### config.mk
export PLATFORM = sky130hd
export DESIGN_NAME = branch_hazard_ctrl_flat
export DESIGN_NICKNAME = d
export VERILOG_FILES = /design/src/rtl/branch_hazard_ctrl_pkg.sv /design/src/rtl/branch_hazard_ctrl_if.sv /design/src/rtl/branch_hazard_ctrl_sat_counter.sv /design/src/rtl/branch_hazard_ctrl.sv /design/src/flat_wrapper.sv
export SDC_FILE = /design/constraint.sdc
export NUM_CORES = 1
export LEC_CHECK = 0
export ABC_CLOCK_PERIOD_IN_PS = 6500
export CAP_MARGIN = 20
export CORE_ASPECT_RATIO = 2
export CORE_MARGIN = 2
export CORE_UTILIZATION = 50
export DETAILED_ROUTE_END_ITERATION = 10
export PLACE_DENSITY = 0.88
export SLEW_MARGIN = 25
export SYNTH_ARGS = -nofsm -noshare
export SYNTH_HDL_FRONTEND = slang
export SYNTH_SLANG_ARGS = --single-unit
### constraint.sdc
create_clock -name clk -period 6.5 [get_ports clk]
set_clock_uncertainty 0.05 [all_clocks]
set_input_delay 1.3 -clock clk [delete_from_list [all_inputs] [get_ports clk]]
set_output_delay 1.3 -clock clk [all_outputs]
set_load 0.01 [all_outputs]
### src/rtl/branch_hazard_ctrl_pkg.sv
// Shared encodings for the ID-stage branch hazard controller: branch classes,
// FSM states and the taken-condition decode.
package branch_hazard_ctrl_pkg;

    localparam int REG_W_DEF = 5;

    typedef enum logic [2:0] {
        BR_NONE = 3'd0,
        BR_BEQ  = 3'd1,
        BR_BNE  = 3'd2,
        BR_BGTZ = 3'd3,
        BR_BLEZ = 3'd4,
        BR_BGEZ = 3'd5,
        BR_BLTZ = 3'd6,
        BR_JR   = 3'd7
    } br_op_e;

    typedef enum logic [1:0] {
        ST_IDLE    = 2'd0,
        ST_STALL   = 2'd1,
        ST_RESOLVE = 2'd2
    } state_e;

    function automatic logic br_taken(input br_op_e op, input logic rsgz,
                                      input logic tes, input logic rsez);
        logic t;
        t = 1'b0;
        case (op)
            BR_BEQ:  t = tes;
            BR_BNE:  t = !tes;
            BR_BGTZ: t = rsgz;
            BR_BLEZ: t = !rsgz;
            BR_BGEZ: t = rsgz | rsez;
            BR_BLTZ: t = !rsgz & !rsez;
            BR_JR:   t = 1'b1;
            default: t = 1'b0;
        endcase
        return t;
    endfunction

endpackage

### src/rtl/branch_hazard_ctrl_if.sv
// ID-stage branch bus: decoded branch, comparator flags, EX/MEM hazard info
// and the resulting pipeline controls.
interface branch_hazard_ctrl_if
    import branch_hazard_ctrl_pkg::*;
#(
    parameter int REG_W = REG_W_DEF
);
    logic             id_valid;
    br_op_e           br_op;
    logic [REG_W-1:0] id_rs;
    logic [REG_W-1:0] id_rt;
    logic             rsgz;
    logic             tes;
    logic             rsez;
    logic             ex_regwrite;
    logic             ex_memread;
    logic [REG_W-1:0] ex_rd;
    logic             mem_memread;
    logic [REG_W-1:0] mem_rd;
    logic             stall;
    logic             pc_sel;
    logic             flush_ifid;

    modport master (
        output id_valid, br_op, id_rs, id_rt, rsgz, tes, rsez,
               ex_regwrite, ex_memread, ex_rd, mem_memread, mem_rd,
        input  stall, pc_sel, flush_ifid
    );

    modport slave (
        input  id_valid, br_op, id_rs, id_rt, rsgz, tes, rsez,
               ex_regwrite, ex_memread, ex_rd, mem_memread, mem_rd,
        output stall, pc_sel, flush_ifid
    );
endinterface

### src/rtl/branch_hazard_ctrl_sat_counter.sv
// Saturating up-counter for performance debug; holds at all-ones.
module sat_counter #(
    parameter int W = 16
) (
    input  logic         clk,
    input  logic         rst_n,
    input  logic         inc,
    output logic [W-1:0] count
);
    logic [W-1:0] count_d, count_q;

    always_comb begin
        count_d = count_q;
        if (inc && (count_q != '1)) count_d = count_q + W'(1);
    end

    // NOTE: sequential state uses non-blocking assignments so every flop samples pre-edge values.
    always_ff @(posedge clk or negedge rst_n) begin
        if (!rst_n) count_q <= '0;
        else        count_q <= count_d;
    end

    assign count = count_q;
endmodule

### src/rtl/branch_hazard_ctrl.sv
// Branch/jump resolution in ID with load/ALU hazard stalling and
// saturating taken/stall counters.
module branch_hazard_ctrl
    import branch_hazard_ctrl_pkg::*;
#(
    parameter int REG_W = REG_W_DEF,
    parameter int CNT_W = 16
) (
    input  logic                 clk,
    input  logic                 rst_n,
    branch_hazard_ctrl_if.slave  bus,
    output logic [CNT_W-1:0]     taken_cnt,
    output logic [CNT_W-1:0]     stall_cnt
);
    state_e           state_d, state_q;
    logic [1:0]       cnt_d, cnt_q;
    logic [1:0]       need;
    logic [REG_W-1:0] rs, rt, ex_rd, mem_rd;
    logic             active, rs_used, rt_used, ex_hit, mem_hit, taken;
    logic             stall_o, pc_sel_o;

    assign rs     = bus.id_rs;
    assign rt     = bus.id_rt;
    assign ex_rd  = bus.ex_rd;
    assign mem_rd = bus.mem_rd;

    // Hazard depth: a load in EX needs two cycles, anything else one.
    always_comb begin
        rs_used = (bus.br_op != BR_NONE);
        rt_used = (bus.br_op == BR_BEQ) || (bus.br_op == BR_BNE);
        active  = bus.id_valid && rs_used;
        ex_hit  = (ex_rd != '0) &&
                  ((rs_used && (ex_rd == rs)) || (rt_used && (ex_rd == rt)));
        mem_hit = (mem_rd != '0) &&
                  ((rs_used && (mem_rd == rs)) || (rt_used && (mem_rd == rt)));
        need    = 2'd0;
        if (bus.ex_memread && ex_hit)
            need = 2'd2;
        else if ((bus.ex_regwrite && ex_hit) || (bus.mem_memread && mem_hit))
            need = 2'd1;
        taken = br_taken(bus.br_op, bus.rsgz, bus.tes, bus.rsez);
    end

    // NOTE: every always_comb output gets a default first so no latch is inferred.
    always_comb begin
        state_d  = state_q;
        cnt_d    = cnt_q;
        stall_o  = 1'b0;
        pc_sel_o = 1'b0;
        case (state_q)
            ST_IDLE: begin
                if (active) begin
                    if (need == 2'd0) begin
                        pc_sel_o = taken;
                    end else begin
                        stall_o = 1'b1;
                        cnt_d   = need - 2'd1;
                        state_d = (need > 2'd1) ? ST_STALL : ST_RESOLVE;
                    end
                end
            end
            ST_STALL: begin
                stall_o = 1'b1;
                if (cnt_q != 2'd0) cnt_d = cnt_q - 2'd1;
                state_d = (cnt_q <= 2'd1) ? ST_RESOLVE : ST_STALL;
            end
            ST_RESOLVE: begin
                pc_sel_o = taken;
                state_d  = ST_IDLE;
            end
            default: state_d = ST_IDLE;
        endcase
        // Outputs read zero while reset is held, even with live hazard inputs.
        if (!rst_n) begin
            stall_o  = 1'b0;
            pc_sel_o = 1'b0;
        end
    end

    always_ff @(posedge clk or negedge rst_n) begin
        if (!rst_n) begin
            state_q <= ST_IDLE;
            cnt_q   <= 2'd0;
        end else begin
            state_q <= state_d;
            cnt_q   <= cnt_d;
        end
    end

    assign bus.stall      = stall_o;
    assign bus.pc_sel     = pc_sel_o;
    assign bus.flush_ifid = pc_sel_o;

    sat_counter #(.W(CNT_W)) u_taken_cnt (
        .clk   (clk),
        .rst_n (rst_n),
        .inc   (pc_sel_o),
        .count (taken_cnt)
    );

    sat_counter #(.W(CNT_W)) u_stall_cnt (
        .clk   (clk),
        .rst_n (rst_n),
        .inc   (stall_o),
        .count (stall_cnt)
    );
endmodule
### src/flat_wrapper.sv
// flat-port wrapper written by rule: the top's interface ports become plain ports
module branch_hazard_ctrl_flat import branch_hazard_ctrl_pkg::*;
#(
    parameter int REG_W = REG_W_DEF,
    parameter int CNT_W = 16
)
  (clk, rst_n, taken_cnt, stall_cnt, bus_id_valid, bus_br_op, bus_id_rs, bus_id_rt, bus_rsgz, bus_tes, bus_rsez, bus_ex_regwrite, bus_ex_memread, bus_ex_rd, bus_mem_memread, bus_mem_rd, bus_stall, bus_pc_sel, bus_flush_ifid);
  branch_hazard_ctrl_if #(.REG_W(REG_W)) bus_i ();
  input  logic clk;
  input  logic rst_n;
  output logic [CNT_W-1:0] taken_cnt;
  output logic [CNT_W-1:0] stall_cnt;
  input wire logic [$bits(bus_i.id_valid)-1:0] bus_id_valid;
  input wire logic [$bits(bus_i.br_op)-1:0] bus_br_op;
  input wire logic [$bits(bus_i.id_rs)-1:0] bus_id_rs;
  input wire logic [$bits(bus_i.id_rt)-1:0] bus_id_rt;
  input wire logic [$bits(bus_i.rsgz)-1:0] bus_rsgz;
  input wire logic [$bits(bus_i.tes)-1:0] bus_tes;
  input wire logic [$bits(bus_i.rsez)-1:0] bus_rsez;
  input wire logic [$bits(bus_i.ex_regwrite)-1:0] bus_ex_regwrite;
  input wire logic [$bits(bus_i.ex_memread)-1:0] bus_ex_memread;
  input wire logic [$bits(bus_i.ex_rd)-1:0] bus_ex_rd;
  input wire logic [$bits(bus_i.mem_memread)-1:0] bus_mem_memread;
  input wire logic [$bits(bus_i.mem_rd)-1:0] bus_mem_rd;
  output wire logic [$bits(bus_i.stall)-1:0] bus_stall;
  output wire logic [$bits(bus_i.pc_sel)-1:0] bus_pc_sel;
  output wire logic [$bits(bus_i.flush_ifid)-1:0] bus_flush_ifid;
  assign bus_i.id_valid = bus_id_valid;
  assign bus_i.br_op = bus_br_op;
  assign bus_i.id_rs = bus_id_rs;
  assign bus_i.id_rt = bus_id_rt;
  assign bus_i.rsgz = bus_rsgz;
  assign bus_i.tes = bus_tes;
  assign bus_i.rsez = bus_rsez;
  assign bus_i.ex_regwrite = bus_ex_regwrite;
  assign bus_i.ex_memread = bus_ex_memread;
  assign bus_i.ex_rd = bus_ex_rd;
  assign bus_i.mem_memread = bus_mem_memread;
  assign bus_i.mem_rd = bus_mem_rd;
  assign bus_stall = bus_i.stall;
  assign bus_pc_sel = bus_i.pc_sel;
  assign bus_flush_ifid = bus_i.flush_ifid;
  branch_hazard_ctrl #(.REG_W(REG_W), .CNT_W(CNT_W)) u_core (.clk(clk), .rst_n(rst_n), .bus(bus_i), .taken_cnt(taken_cnt), .stall_cnt(stall_cnt));
endmodule
==> out/metrics.csv, run 1 <==
stage,metric,value,unit
synthesis,synthesized flop and latch total,36,
synthesis,top-count cell post-synth,xor2_1,
synthesis,count of yosys warnings during synthesis,0,
routing,DR WL/cell,16.43,µm
synthesis,fraction of the yosys area taken by sequential cells,0.3998,
clocking,post-cts sizing count,0,
setup_path,critical path class,input pin to output pin,
sta,Final WS setup,1136,ps
placement,Place WS,1109,ps
sta,Final Critical Period,5364,ps
routing,# DRC,0,
final_layout,# diodes,0,
placement,DP HPWL,4.323,mm
setup_path,critical path endpoint category,output pin,
sta,"Hold Vio Cnt, Final",0,
sta,Fin Hold WS,446.5,ps
synthesis,Synth Cell Area,2253,µm²
routing,Pre-antenna DRT Iters,4,
global_routing,first-pass GRT wire length,9.087,mm
synthesis,async set or reset register ratio after synthesis,1.000,
synthesis,leading area contributor after synthesis,dfrtp_1,
hold_path,Hold Path Depth,1,
hold_path,Tightest Hold Check Type,flip-flop to flip-flop,
clocking,CTS sink count,36,
floorplan,initial core utilization,0.5193,
synthesis,"EDFF count, synth",0,
global_routing,gr usage total,0.2364,
final_layout,nets,329,
clocking,clock-pin slew on the worst setup and hold paths,70,ps
clocking,root buffer cell,clkbuf_8,
sta,Final Max Slew Viols,0,
clocking,CTS tree,done,
floorplan,row cnt,34,
clocking,Clock Path Buffers,2,
routing,DRT iter0 DRCs,32,
global_routing,antenna violations before repair,0,
global_routing,largest net degree at the start of global routing,40,
setup_path,Worst Reg2Reg Path Length in Cells,6,
setup_path,Arrival @ worst endpoint,4010,ps
final_layout,share of cells above drive strength 1,0.1024,
setup_path,Critical Path Start Type,input pin,
clocking,H-tree depth,2,
synthesis,Yosys top cell area share,0.3998,
outcome,status,finished clean,
routing,routed via count,1939,
sta,max_slew headroom,0.5069,
synthesis,most common library cells after synthesis,"44 x xor2_1, 36 x dfrtp_1, 19 x nor2_1",
floorplan,die width,51.47,µm
power_and_ir_drop,Overall Power,620.1,µW
placement,I/O Buffers,66,
sta,# setup viols final,0,
power_and_ir_drop,Cell Pwr Density,202.5,nW/µm²
synthesis,Post-Syn Instances,225,
clocking,hold buffers post-CTS,0,
synthesis,"Net Count, Synth",261,
power_and_ir_drop,peak supply drop,0.2504,mV
global_routing,grt ovf,0,
floorplan,core area,4339,µm²
sta,Peak Freq,186.4,MHz
setup_path,Crit Path Max Fanout,16,
clocking,Setup Buffers After CTS,0,
global_routing,vias in the first global route,2005,
synthesis,syn avg cell area,10.02,µm²
setup_path,Crit path required time,5150,ps
sta,RSZ-0062 raised after global routing,false,
routing,Routed Antenna Nets,0,
power_and_ir_drop,Leak Pwr,1.341,nW
final_layout,Finished Core Util,0.7056,
floorplan,die area,5092,µm²
routing,post-DR vias/cell,5.588,
placement,GPL Wtd Cong,0.7970,
clocking,latest clock arrival within the worst-skew pair,290,ps
sta,setup tns final,0,ps
flow_run,max_cap viols,0,
sta,worst-margin pin slew,737.6,ps
floorplan,IO Pins,67,
routing,WL final,5.702,mm
final_layout,"Area growth, synth to finish",35.87,%
floorplan,Die Y-Extent,98.94,µm
clocking,Num CTS Buffers,5,
synthesis,Synth cell types,44,
sta,"Period Utilization, post-route",0.8253,
synthesis,Most used DFF post-synth,dfrtp_1,
synthesis,Synth area leaders,"dfrtp_1 40%, xor2_1 17%, nor4_2 3.3%",
## sequential cells by signal (all words and copies together) (netlist names)
signal / cells
u_core.u_stall_cnt.count: 16
u_core.cnt_q: 2
u_core.u_taken_cnt.count: 16
u_core.state_q: 2
## through the flow
stage | cell area, µm² | instances
2_1_floorplan | 2253 | 225
3_3_place_gp | 2957 | 340
3_5_place_dp | 2957 | 340
4_1_cts | 3053 | 347
5_1_grt | 3062 | 347
6_report | 3062 | 347
## metal layers
| layer | wire (µm) | vias up | global-route usage | share of wire |
|---|---|---|---|---|
| li1 | - | 932 | - | - |
| met1 | 2011 | 930 | 0.2353 | 0.35 |
| met2 | 3182 | 66 | 0.4418 | 0.56 |
| met3 | 343 | 11 | 0.05152 | 0.060 |
| met4 | 164 | 0 | 0.1073 | 0.029 |
| met5 | 0 | - | 0 | 0 |
## critical path: stages
cell             delay (ps)
clkdlybuf4s50_1         580
xnor2_1                 130
nor4_1                  330
a22oi_1                 170
or4_1                   540
o211ai_2                300
nor2_1                  140
clkdlybuf4s50_1         510
## final timing paths
kind                                              start                           end  slack (ps)
max in group asynchronous                         rst_n   u_core.u_taken_cnt.count[0]        5050
setup reg to reg            u_core.u_stall_cnt.count[5]   u_core.u_stall_cnt.count[1]        3930
setup / recovery                           bus_br_op[0]                bus_flush_ifid        1140
hold / removal             u_core.u_stall_cnt.count[14]  u_core.u_stall_cnt.count[14]         450
hold reg to reg            u_core.u_stall_cnt.count[14]  u_core.u_stall_cnt.count[14]         450
min in group asynchronous                         rst_n  u_core.u_stall_cnt.count[14]        1000
## report_power, final
group / total [mW] / switching, mW / internal [mW] / leakage [nW]
Sequential: 0.284 / 0.0336 / 0.250 / 0.488
Combinational: 0.168 / 0.0754 / 0.0926 / 0.803
Clock: 0.168 / 0.0742 / 0.0943 / 0.0503
## logic make-up after synthesis
| group | count (synthesis) | synth area share |
|---|---|---|
| AO/OA/AOI/OAI | 16 | 0.05552 |
| XOR/XNOR | 50 | 0.1943 |
| adder cells (fa/ha/maj) | 4 | 0.02221 |
| buffers and inverters | 10 | 0.02498 |
| flip-flops | 36 | 0.3998 |
| multiplexers | 4 | 0.01999 |
| AND/OR/NAND/NOR | 105 | 0.2832 |
## cell usage in the layout (no fill, tap or decap), types with 4 or more instances in the layout
| cell type | count |
|---|---|
| clkdlybuf4s50_1 | 65 |
| xor2_1 | 44 |
| dfrtp_1 | 36 |
| nor2_1 | 19 |
| nand2_1 | 17 |
| nor3_1 | 11 |
| nand3_1 | 11 |
| nor4_1 | 7 |
| clkbuf_8 | 7 |
| xnor2_1 | 6 |
| nor4_2 | 6 |
| o21ai_0 | 5 |
| nand4_1 | 4 |
| or4_1 | 4 |
| mux2_2 | 4 |
| nor4b_1 | 4 |
| ha_1 | 4 |
## layout make-up
cell class | count | area [µm²]
inverter | 3 | 11.26
fill | 338 | 1277
timing repair buffer | 68 | 670.6
tap | 54 | 67.56
sequential | 36 | 900.9
clock buffer | 7 | 96.34
multi-input combinational | 179 | 1315
(Power assumes the default switching activity.)
==> run 2: changes to the inputs <==
--- a/config.mk
+++ b/config.mk
@@ -5,13 +5,13 @@
 export SDC_FILE = /design/constraint.sdc
 export NUM_CORES = 1
 export LEC_CHECK = 0
-export ABC_CLOCK_PERIOD_IN_PS = 6500
+export ABC_CLOCK_PERIOD_IN_PS = 5500
 export CAP_MARGIN = 20
 export CORE_ASPECT_RATIO = 2
 export CORE_MARGIN = 2
-export CORE_UTILIZATION = 50
+export CORE_UTILIZATION = 47
 export DETAILED_ROUTE_END_ITERATION = 10
-export PLACE_DENSITY = 0.88
+export PLACE_DENSITY = 0.84
 export SLEW_MARGIN = 25
 export SYNTH_ARGS = -nofsm -noshare
 export SYNTH_HDL_FRONTEND = slang
==> constraint.sdc (replaced) <==
create_clock -name clk -period 5.5 [get_ports clk]
set_clock_uncertainty 0.05 [all_clocks]
set_input_delay 1.1 -clock clk [delete_from_list [all_inputs] [get_ports clk]]
set_output_delay 1.1 -clock clk [all_outputs]
set_load 0.01 [all_outputs]
==> out/metrics.csv, run 2 (synthesized netlist as in run 1, its figures left out) <==
stage,metric,value,unit,change
setup_path,critical path endpoint category,output pin,,
clocking,latest clock arrival within the worst-skew pair,280,ps,about the same
final_layout,fillers,374,,+11%
flow_run,max_cap viols,0,,unchanged
clocking,CTS tree,done,,
clocking,hold buffers post-CTS,0,,unchanged
final_layout,nets,330,,+0.30%
sta,"Period Utilization, post-route",0.8593,,
global_routing,antenna violations before repair,0,,unchanged
global_routing,first-pass GRT wire length,9.232,mm,+1.6%
sta,"Hold Vio Cnt, Final",0,,unchanged
routing,# DRC,0,,unchanged
placement,I/O Buffers,66,,unchanged
final_layout,Finished Core Util,0.6743,,-0.03131
clocking,H-tree depth,2,,unchanged
sta,Final Max Slew Viols,0,,unchanged
sta,# setup viols final,0,,unchanged
clocking,clock-pin slew on the worst setup and hold paths,70,ps,about the same
setup_path,Worst Reg2Reg Path Length in Cells,6,,unchanged
floorplan,Die Y-Extent,101.9,µm,+3.0%
global_routing,grt ovf,0,,unchanged
sta,Peak Freq,211.6,MHz,
setup_path,CP max-delay cell,clkdlybuf4s50_1,,
clocking,Setup Buffers After CTS,0,,unchanged
power_and_ir_drop,peak supply drop,0.3369,mV,+35%
final_layout,share of cells above drive strength 1,0.1085,,+0.006085
sta,max_slew headroom,0.5456,,+0.03874
global_routing,met3 usage,0.05117,,-0.0003456
floorplan,row cnt,35,,+2.9%
hold_path,Tightest Hold Check Type,flip-flop to flip-flop,,
clocking,root buffer cell,clkbuf_8,,
floorplan,IO Pins,67,,unchanged
setup_path,critical path class,input pin to output pin,,
setup_path,Crit Path Max Fanout,7,,-9
global_routing,vias in the first global route,2023,,+0.90%
final_layout,Storage cell area,900.9,µm²,unchanged
clocking,post-cts sizing count,0,,unchanged
power_and_ir_drop,Cell Pwr Density,255.2,nW/µm²,+26%
final_layout,"Area growth, synth to finish",37.59,%,
clocking,Num CTS Buffers,5,,unchanged
outcome,status,finished clean,,
routing,Pre-antenna DRT Iters,4,,unchanged
setup_path,max incr delay on CP,600,ps,+20 ps
sta,Final WS setup,774.1,ps,-361.7 ps
sta,Fin Hold WS,436.6,ps,-9.981 ps
sta,RSZ-0062 raised after global routing,false,,
global_routing,met2 usage,0.4413,,-0.0004684
placement,GPL Wtd Cong,0.7738,,-2.9%
setup_path,Crit path required time,4350,ps,-800 ps
routing,DRT iter0 DRCs,43,,+34%
final_layout,"commonest non-fill, non-tap cells in the layout","65 x clkdlybuf4s50_1, 44 x xor2_1, 36 x dfrtp_1",,
placement,Place WS,795.9,ps,-312.7 ps
placement,DP HPWL,4.518,mm,+4.5%
floorplan,initial core utilization,0.4901,,-0.02925
setup_path,Critical Path Start Type,input pin,,
setup_path,most frequent CP cell,clkdlybuf4s50_1,,
routing,routed via count,1971,,+1.7%
placement,Placed Area,2974,µm²,+0.59%
global_routing,gr usage total,0.2352,,-0.001241
hold_path,Hold Path Depth,1,,unchanged
global_routing,Top Usage Layer GRT,met2,,
final_layout,# diodes,0,,unchanged
clocking,CTS sink count,36,,unchanged
sta,setup tns final,0,ps,unchanged
routing,DR WL/cell,17.15,µm,+4.4%
routing,WL final,6.003,mm,+5.3%
global_routing,largest net degree at the start of global routing,39,,-2.5%
routing,Routed Antenna Nets,0,,unchanged
setup_path,Arrival @ worst endpoint,3580,ps,-430 ps
clocking,Clock Path Buffers,2,,unchanged
setup_path,critical-path cell list,clkdlybuf4s50_1 > nor3_1 > nor4_1 > nand3_1 > a2111oi_2 > nor3_2 > nor2_1 > clkdlybuf4s50_1,,
routing,post-DR vias/cell,5.631,,+0.78%
sta,Final Critical Period,4726,ps,
power_and_ir_drop,Leak Pwr,1.360,nW,+1.4%
final_layout,Final Cell Area,3100,µm²,+1.3%
floorplan,core area,4598,µm²,+6.0%
final_layout,area occupied by multi-input gates,1315,µm²,unchanged
final_layout,"most common cell after layout, fill and taps aside",clkdlybuf4s50_1,,
floorplan,die width,52.96,µm,+2.9%
sta,worst-margin pin slew,681.6,ps,-55.93 ps
global_routing,GRT met1 Usage,0.2288,,-0.006505
floorplan,die area,5398,µm²,+6.0%
==> run 2: where the power goes <==
| part | leakage, nW | switching, mW | total, mW | internal, mW |
|---|---|---|---|---|
| clock network | 0.0645 | 0.0955 | 0.256 | 0.160 |
| logic | 0.808 | 0.0913 | 0.201 | 0.110 |
| registers | 0.488 | 0.0395 | 0.335 | 0.295 |
| total | 1.36 | 0.226 | 0.791 | 0.565 |
==> run 2: final timing paths <==
path	from	to	slack (ps)
hold / removal	u_core.u_taken_cnt.count[10]	u_core.u_taken_cnt.count[10]	440
max in group asynchronous	rst_n	u_core.u_stall_cnt.count[1]	4230
hold reg to reg	u_core.u_taken_cnt.count[10]	u_core.u_taken_cnt.count[10]	440
min in group asynchronous	rst_n	u_core.u_stall_cnt.count[10]	830
setup / recovery	bus_br_op[2]	bus_stall	770
setup reg to reg	u_core.u_stall_cnt.count[5]	u_core.u_stall_cnt.count[1]	2920
==> run 2: final cells by class <==
| type | instances | share of cell area |
|---|---|---|
| sequential | 36 | 0.2906 |
| multi-input combinational | 179 | 0.4241 |
| tap | 55 | 0.02220 |
| clock inverter | 1 | 0.009685 |
| inverter | 3 | 0.003632 |
| clock buffer | 7 | 0.03107 |
| timing repair buffer | 69 | 0.2187 |
==> run 2: through the flow <==
step | cells | power [mW]
floorplan | 225 | 0.4232
global placement | 342 | 0.5336
detailed placement | 342 | 0.5398
CTS | 350 | 0.7996
global route | 350 | 0.8273
finish | 350 | 0.7914
==> run 2: layer usage <==
| layer | vias up | share of wire |
|---|---|---|
| met5 | - | 0 |
| met4 | 0 | 0.032 |
| met3 | 11 | 0.063 |
| met2 | 67 | 0.55 |
| met1 | 956 | 0.35 |
| li1 | 937 | - |
==> run 2: worst max-delay path: cells and delay by family <==
kind,cells,cell delay (ps)
AOI/OAI and AO/OA,1,360
buffers and inverters,2,1150
and+or+nand+nor,5,970
==> run 3: changes to the inputs <==
--- a/config.mk
+++ b/config.mk
@@ -11,6 +11,7 @@
 export CORE_MARGIN = 2
 export CORE_UTILIZATION = 47
 export DETAILED_ROUTE_END_ITERATION = 10
+export GPL_TIMING_DRIVEN = 0
 export PLACE_DENSITY = 0.84
 export SLEW_MARGIN = 25
 export SYNTH_ARGS = -nofsm -noshare
==> out/metrics.csv, run 3 (synthesized netlist as in run 1, its figures left out) <==
stage,metric,value,unit,change
clocking,latest clock arrival within the worst-skew pair,290,ps,about the same
final_layout,"Area growth, synth to finish",38.15,%,
routing,DRT iter0 DRCs,27,,-37%
clocking,hold buffers post-CTS,0,,unchanged
routing,# DRC,0,,unchanged
routing,Pre-antenna DRT Iters,4,,unchanged
final_layout,fillers,361,,-3.5%
floorplan,IO Pins,67,,unchanged
final_layout,nets,335,,+1.5%
setup_path,critical path endpoint category,output pin,,
clocking,CTS tree,done,,
power_and_ir_drop,Cell Pwr Density,245.9,nW/µm²,-3.6%
global_routing,grt ovf,0,,unchanged
sta,Final Max Slew Viols,0,,unchanged
routing,routed via count,1933,,-1.9%
clocking,Clock Path Buffers,2,,unchanged
final_layout,Finished Core Util,0.6770,,+0.002721
final_layout,# diodes,0,,unchanged
placement,DP HPWL,4.483,mm,-0.77%
sta,"Period Utilization, post-route",0.9518,,+0.09250
global_routing,vias in the first global route,2037,,+0.69%
power_and_ir_drop,Overall Power,765.6,µW,-3.3%
routing,DR WL/cell,16.12,µm,-6.0%
placement,GPL Wtd Cong,0.7203,,-6.9%
sta,setup tns final,0,ps,unchanged
setup_path,critical path class,input pin to output pin,,
outcome,status,finished clean,,
clocking,H-tree depth,2,,unchanged
sta,Peak Freq,191.0,MHz,-9.7%
power_and_ir_drop,Leak Pwr,1.373,nW,+0.98%
sta,max_slew headroom,0.5756,,+0.03004
clocking,post-cts sizing count,0,,unchanged
sta,Fin Hold WS,442.6,ps,+6.031 ps
floorplan,die area,5398,µm²,unchanged
sta,Final Critical Period,5235,ps,+508.8 ps
floorplan,initial core utilization,0.4901,,unchanged
flow_run,max_cap viols,0,,unchanged
global_routing,first-pass GRT wire length,9.197,mm,-0.38%
setup_path,Crit path required time,4350,ps,about the same
sta,"Hold Vio Cnt, Final",0,,unchanged
routing,Routed Antenna Nets,0,,unchanged
clocking,CTS sink count,36,,unchanged
final_layout,"most common cell after layout, fill and taps aside",clkdlybuf4s50_1,,
power_and_ir_drop,peak supply drop,0.2294,mV,-32%
hold_path,Tightest Hold Check Type,flip-flop to flip-flop,,
sta,worst-margin pin slew,628.6,ps,-53.04 ps
floorplan,core area,4598,µm²,unchanged
final_layout,share of cells above drive strength 1,0.1100,,+0.001525
routing,WL final,5.721,mm,-4.7%
placement,I/O Buffers,66,,unchanged
final_layout,"commonest non-fill, non-tap cells in the layout","65 x clkdlybuf4s50_1, 44 x xor2_1, 36 x dfrtp_1",,
setup_path,Arrival @ worst endpoint,4080,ps,+500 ps
clocking,Setup Buffers After CTS,0,,unchanged
clocking,clock-pin slew on the worst setup and hold paths,70,ps,about the same
global_routing,gr usage total,0.2292,,-0.005973
sta,# setup viols final,0,,unchanged
global_routing,antenna violations before repair,0,,unchanged
floorplan,Die Y-Extent,101.9,µm,unchanged
sta,RSZ-0062 raised after global routing,false,,
routing,post-DR vias/cell,5.445,,-3.3%
clocking,Num CTS Buffers,5,,unchanged
setup_path,Crit Path Max Fanout,10,,+3
setup_path,Critical Path Start Type,input pin,,
floorplan,row cnt,35,,unchanged
floorplan,die width,52.96,µm,unchanged
global_routing,largest net degree at the start of global routing,25,,-36%
clocking,root buffer cell,clkbuf_8,,
==> run 3: worst max-delay path, stage by stage <==
cell,delay [ps]
clkdlybuf4s50_1,580
xnor2_1,130
nor4_1,390
a22oi_1,190
or4_1,550
o211ai_2,190
buf_4,270
nor2_1,80
buf_4,140
clkdlybuf4s50_1,470
==> run 3: area by class of cell <==
type / count / area, µm² / share of cell area
clock buffer: 6 / 72.57 / 0.02331
buffer: 7 / 45.04 / 0.01447
inverter: 3 / 11.26 / 0.003617
timing repair buffer: 67 / 683.2 / 0.2195
tap: 55 / 68.82 / 0.02211
multi-input combinational: 179 / 1296 / 0.4164
sequential: 36 / 900.9 / 0.2894
clock inverter: 2 / 35.03 / 0.01125
==> run 3: per-layer routing <==
metal | GRT usage | wire [µm]
met4 | 0.1045 | 127
met5 | 0 | 0
met2 | 0.4250 | 3155
met3 | 0.05117 | 365
met1 | 0.2325 | 2072
==> run 3: final timing paths <==
kind / startpoint / end / slack, ps / depth (start not counted)
min reg2reg: u_core.u_stall_cnt.count[12] / u_core.u_stall_cnt.count[12] / 440 / 1
max reg2reg: u_core.u_stall_cnt.count[5] / u_core.u_stall_cnt.count[5] / 2930 / 7
max: bus_br_op[0] / bus_pc_sel / 270 / 10
min: u_core.u_stall_cnt.count[12] / u_core.u_stall_cnt.count[12] / 440 / 1
max in group asynchronous: rst_n / u_core.u_taken_cnt.count[1] / 4280 / 2
min in group asynchronous: rst_n / u_core.u_stall_cnt.count[11] / 670 / 1
==> run 3: per-stage QoR <==
stage / cell area (µm²) / setup WS, ps / instances
final: 3113 / 265.3 / 355
after global routing: 3113 / 106.3 / 355
after CTS: 3113 / 294.9 / 355
after floorplan: 2253 / 1600 / 225
after detailed placement: 3005 / 310.7 / 347
after global placement: 2983 / 127.7 / 346
==> run 3: where the power goes <==
part           switching, mW  internal, mW  total, mW
registers             0.0413         0.295      0.337
clock network         0.0933         0.134      0.228
logic                 0.0886         0.113      0.201
total                  0.223         0.542      0.766
